File: config.mk
export PLATFORM = sky130hd
export DESIGN_NAME = dff_mux_arbiter
export DESIGN_NICKNAME = d
export VERILOG_FILES = /design/src/rtl/dff_arb_pkg.sv /design/src/rtl/dff_mux_arbiter_rr_pick.sv /design/src/rtl/dff_mux_arbiter.sv
export SDC_FILE = /design/constraint.sdc
export NUM_CORES = 1
export LEC_CHECK = 0
export BUFFER_PORTS_ARGS = -buffer_cell sky130_fd_sc_hd__buf_2
export CELL_PAD_IN_SITES_DETAIL_PLACEMENT = 2
export CELL_PAD_IN_SITES_GLOBAL_PLACEMENT = 2
export CORE_MARGIN = 10
export CORE_UTILIZATION = 29
export DETAILED_ROUTE_END_ITERATION = 8
export GPL_TIMING_DRIVEN = 0
export PLACE_DENSITY = 0.81
export SYNTH_ARGS = -nofsm -noshare
export SYNTH_HDL_FRONTEND = slang
export SYNTH_HIERARCHICAL = 1
export SYNTH_SLANG_ARGS = --single-unit
File: constraint.sdc
create_clock -name clk -period 4.6 [get_ports clk]
set_input_delay 0.92 -clock clk [delete_from_list [all_inputs] [get_ports clk]]
set_output_delay 0.92 -clock clk [all_outputs]
set_load 0.02 [all_outputs]
File: src/rtl/dff_arb_pkg.sv
// Shared types and defaults for the round-robin arbiter in front of the
// shared 2:1-mux storage flop.
package dff_arb_pkg;

  localparam int N_REQ_DEF    = 4;
  localparam int MAX_LOCK_DEF = 3;

  typedef enum logic {
    IDLE  = 1'b0,
    GRANT = 1'b1
  } state_e;

  typedef logic [$clog2(N_REQ_DEF)-1:0] idx_t;

  function automatic logic [N_REQ_DEF-1:0] onehot(input idx_t i);
    logic [N_REQ_DEF-1:0] v;
    v    = {N_REQ_DEF{1'b0}};
    v[i] = 1'b1;
    return v;
  endfunction

endpackage

File: src/rtl/dff_mux_arbiter_rr_pick.sv
// Rotate-priority finder: first set request at or after the pointer,
// wrapping from N-1 back to 0.
module rr_pick #(
  parameter int N = 4,
  parameter int W = $clog2(N)
) (
  input  logic [N-1:0] req_i,
  input  logic [W-1:0] ptr_i,
  output logic         found_o,
  output logic [W-1:0] idx_o
);

  // Scan from the pointer upward and keep only the first hit.
  always_comb begin
    found_o = 1'b0;
    idx_o   = ptr_i;
    for (int k = 0; k < N; k++) begin
      idx_o   = (req_i[(int'(ptr_i) + k) % N] && !found_o) ? W'((int'(ptr_i) + k) % N) : idx_o;
      found_o = found_o | req_i[(int'(ptr_i) + k) % N];
    end
  end

endmodule

File: src/rtl/dff_mux_arbiter.sv
// Round-robin arbiter sharing one registered 2:1-mux flop between N_REQ
// requesters, with bounded burst locking for the current owner.
module dff_mux_arbiter
  import dff_arb_pkg::*;
#(
  parameter int N_REQ    = N_REQ_DEF,
  parameter int MAX_LOCK = MAX_LOCK_DEF
) (
  input  logic                     clk,
  input  logic                     rst,
  input  logic [N_REQ-1:0]         req,
  input  logic [N_REQ-1:0]         lock,
  input  logic [2*N_REQ-1:0]       d_in,
  input  logic [N_REQ-1:0]         sel_in,
  output logic [N_REQ-1:0]         gnt,
  output logic [N_REQ-1:0]         ack,
  output logic [$clog2(N_REQ)-1:0] owner,
  output logic                     busy,
  output logic                     Q
);

  localparam int W  = $clog2(N_REQ);
  localparam int CW = $clog2(MAX_LOCK + 1);
  localparam logic [CW-1:0]    LOCK_LIM = CW'(MAX_LOCK - 1);
  localparam logic [W-1:0]     LAST     = W'(N_REQ - 1);
  localparam logic [N_REQ-1:0] ONE      = {{(N_REQ-1){1'b0}}, 1'b1};

  state_e            state_q;
  logic [W-1:0]      ptr_q;
  logic [W-1:0]      owner_q;
  logic [CW-1:0]     lock_cnt_q;
  logic [N_REQ-1:0]  gnt_q;
  logic [N_REQ-1:0]  ack_q;
  logic              busy_q;
  logic              q_q;

  logic              keep_d;
  logic [W-1:0]      ptr_d;
  logic              found_d;
  logic [W-1:0]      pick_d;
  logic              cap_d;

  assign cap_d  = sel_in[owner_q] ? d_in[{owner_q, 1'b1}] : d_in[{owner_q, 1'b0}];
  assign keep_d = (state_q == GRANT) && lock[owner_q] && req[owner_q] && (lock_cnt_q < LOCK_LIM);
  // A releasing owner moves the pointer past itself before the same-edge re-arbitration.
  assign ptr_d  = (state_q == GRANT) ? ((owner_q == LAST) ? {W{1'b0}} : owner_q + W'(1)) : ptr_q;

  rr_pick #(.N(N_REQ), .W(W)) u_pick (
    .req_i   (req),
    .ptr_i   (ptr_d),
    .found_o (found_d),
    .idx_o   (pick_d)
  );

  // Arbitration FSM, shared capture flop and registered grant/ack outputs.
  always_ff @(posedge clk) begin
    if (rst) begin
      state_q    <= IDLE;
      ptr_q      <= {W{1'b0}};
      owner_q    <= {W{1'b0}};
      lock_cnt_q <= {CW{1'b0}};
      gnt_q      <= {N_REQ{1'b0}};
      ack_q      <= {N_REQ{1'b0}};
      busy_q     <= 1'b0;
      q_q        <= 1'b0;
    end else begin
      if (state_q == GRANT) begin
        q_q   <= cap_d;
        ack_q <= ONE << owner_q;
      end else begin
        ack_q <= {N_REQ{1'b0}};
      end
      if (keep_d) begin
        lock_cnt_q <= lock_cnt_q + CW'(1);
      end else begin
        lock_cnt_q <= {CW{1'b0}};
        ptr_q      <= ptr_d;
        if (found_d) begin
          state_q <= GRANT;
          owner_q <= pick_d;
          gnt_q   <= ONE << pick_d;
          busy_q  <= 1'b1;
        end else begin
          state_q <= IDLE;
          gnt_q   <= {N_REQ{1'b0}};
          busy_q  <= 1'b0;
        end
      end
    end
  end

  assign gnt   = gnt_q;
  assign ack   = ack_q;
  assign owner = owner_q;
  assign busy  = busy_q;
  assign Q     = q_q;

endmodule

==> impl_metrics.json <==
{
  "dpl.hpwl_mm": 2.49,
  "synth_most_common_cell": "dfxtp_1",
  "syn_avg_cell_area_um2": 8.89,
  "synth-main-ff-cell": "dfxtp_1",
  "synth_nets": 125,
  "synth_seq_cells": 16,
  "critPathBufInv": 0,
  "tightest_slew_ns": 0.486,
  "critPathTopFamily": "simple AND/OR/NAND/NOR gates",
  "antenna_found_initial": 0,
  "setup_tns_ns": 0,
  "p_total_w": 0.000519,
  "max_slew_margin_pct": 67.5,
  "cp_slowest_cell": "dfxtp_1",
  "grt_pass1_wl_mm": 5.05,
  "endpoint_kind": "flip-flop",
  "antenna_left": 0,
  "p_clk_share_pct": 18.5,
  "hold_slack_ns": 0.421,
  "p_seq_share_pct": 35.3,
  "max_cap_violations": 0,
  "wl_met2_mm": 1.51,
  "insertion_delay_ns": 0.29,
  "synth-edff-count": 0,
  "grt_pass1_vias": 986,
  "p_leak_nw": 0.525,
  "area_growth_pct": 27.7,
  "totalWireLength_mm": 3.09,
  "syn_inst": 102,
  "setup_viol": 0,
  "vdd_drop_max_uv": 134,
  "antenna_cells": 0,
  "tritoncts": "built",
  "path_clk_slew_ns": 0.10,
  "drc": 0,
  "numPortBuffers": 32,
  "grt_start_max_net_pins": 11,
  "die_w_um": 75.9,
  "cts_sinks": 16,
  "overflow": 0,
  "synth-seq-area-share_pct": 35.3,
  "yosysUniqueCellTypes": 38,
  "grt_setup_unrepaired": "no",
  "synth_top_cell_area_share_pct": 35.3,
  "critPathMaxFanout": 8,
  "intPower_w": 0.000307,
  "vias": 925,
  "htreeDepth": 1,
  "met1_length_mm": 1.37,
  "cp_common_cell": "o21ai_0",
  "ys_warn_count": 6,
  "status": "complete, no violations",
  "fin_crit_ns": 2.39,
  "routed-wl-met3_um": 129,
  "path_cells": "ha_1 -> mux2_2 -> and3b_1 -> or4_1 -> nand2_1 -> nand2b_1 -> nor3_1 -> o21ai_0 -> o21ai_0",
  "min_path_type": "flip-flop to flip-flop",
  "avgRoutedWirePerCell_um": 17.0,
  "drive_above_1_share_pct": 36.2,
  "skew_ns": 0.00379,
  "combPwrFrac_pct": 46.2,
  "postCtsSetupBuffers": 0,
  "crit_type": "flip-flop to flip-flop",
  "synth_async_sr_flop_share_pct": 0,
  "numCtsBuffers": 3,
  "reg2reg_depth": 9,
  "yosysTopAreaCell": "dfxtp_1",
  "root_buffer": "clkbuf_4",
  "ys_top_cells_by_count": "16 x dfxtp_1, 12 x o21ai_0, 11 x nor3_1",
  "netlist_area_um2": 907,
  "cts_buffer_depth": 2,
  "finalHoldViolCount": 0,
  "place_congestion": 0.683,
  "synth_area_leaders": "dfxtp_1 35%, o21ai_0 6.6%, nor3_1 6.1%, mux2i_1 4.4%, nand2b_1 4.1%",
  "die_h_um": 75.9,
  "nets": 162,
  "worstSetupPathDepth": 9,
  "hold-path-cell-count": 1,
  "critPathLaunchType": "flip-flop",
  "cpPeakStageDelay_ns": 0.50,
  "p_switching_w": 0.000212,
  "critical_path_arrival_ns": 2.57,
  "grt_usage_pct": 10.6,
  "core_area_um2": 3030,
  "die_area_um2": 5770,
  "fmax_ghz": 0.418,
  "drt_pass1_iterations": 4,
  "viasPerCell": 5.08,
  "ios": 34,
  "fp-row-count": 20,
  "sw_frac_of_total_pct": 40.8,
  "finalCritPeriodShare_pct": 52.0,
  "p_per_area_nw_per_um2": 448,
  "maxSlewViolCount": 0,
  "start_util_pct": 30.0,
  "cts-resized-gates": 0,
  "cts_hold_buf": 0,
  "drtIter0Drc": 37,
  "required_ns": 4.78,
  "top_layer": "met4"
}
sequential cells by signal, summed over array words and instances (netlist names):
name	cells
ack	4
gnt	4
lock_cnt_q	2
owner	2
ptr_q	2
Q	1
busy	1
power groups by stage:
stage	Combinational [W]	Clock (W)	Sequential (W)
floorplan	0.000143	0	0.000206
global placement	0.000224	0	0.000185
detailed placement	0.000238	0	0.000187
CTS	0.000241	0.0000973	0.000184
global route	0.000267	0.000106	0.000187
finish	0.000240	0.0000961	0.000183
stage by stage:
| stage | setup WS, ns | instance area (µm²) | instances | utilization [%] |
|---|---|---|---|---|
| 2_1_floorplan | 2.36 | 907 | 102 | - |
| 3_3_place_gp | 2.28 | 1120 | 178 | 37.1 |
| 3_5_place_dp | 2.20 | 1120 | 178 | 37.1 |
| 4_1_cts | 2.20 | 1160 | 182 | 38.3 |
| 5_1_grt | 2.01 | 1160 | 182 | 38.3 |
| 6_report | 2.21 | 1160 | 182 | 38.3 |
path summary, 6_finish.rpt:
path / startpoint / endpoint / slack (ns)
setup / recovery: owner[1] / gnt[0] / 2.21
hold / removal: lock_cnt_q[0] / lock_cnt_q[0] / 0.42
hold reg to reg: lock_cnt_q[0] / lock_cnt_q[0] / 0.42
setup reg to reg: owner[1] / gnt[0] / 2.21
layout make-up:
cell class              instances  area (µm²)
multi-input cells              80         557
inverters                       3        11.3
plain buffers                   3        18.8
well taps                      44        55.1
fillers                       352        1870
flip-flops and latches         16         320
clock buffers                   4        36.3
repair buffers                 32         160
kinds of logic (layout without fill, tap and decap cells):
| kind of cell | Yosys count | after routing | share of synthesized area (%) |
|---|---|---|---|
| DFF | 16 | 16 | 35.3 |
| AOI/OAI and AO/OA | 28 | 28 | 22.5 |
| and+or+nand+nor | 44 | 44 | 28.1 |
| adders and majority gates | 1 | 1 | 1.38 |
| muxes | 7 | 7 | 9.38 |
| buffers and inverters | 6 | 42 | 3.31 |
layer usage:
metal	up-vias	track usage, %
met4	0	5.30
met5	-	0
met2	28	17.8
met1	444	12.0
li1	445	-
met3	8	2.95
cells in the final DEF (no fill, tap or decap), types with 2 or more instances in the layout:
master / Yosys / routed
nor2_1: 9 / 9
nand2_1: 5 / 5
clkbuf_1: 2 / 2
clkbuf_4: 0 / 3
and2b_2: 2 / 2
mux2i_1: 4 / 4
nand2b_1: 6 / 6
o211a_1: 2 / 2
o21ai_0: 12 / 12
buf_2: 0 / 32
dfxtp_1: 16 / 16
a21oi_1: 4 / 4
nor3_1: 11 / 11
inv_1: 2 / 2
mux2_2: 2 / 2
(Power assumes the default switching activity.)
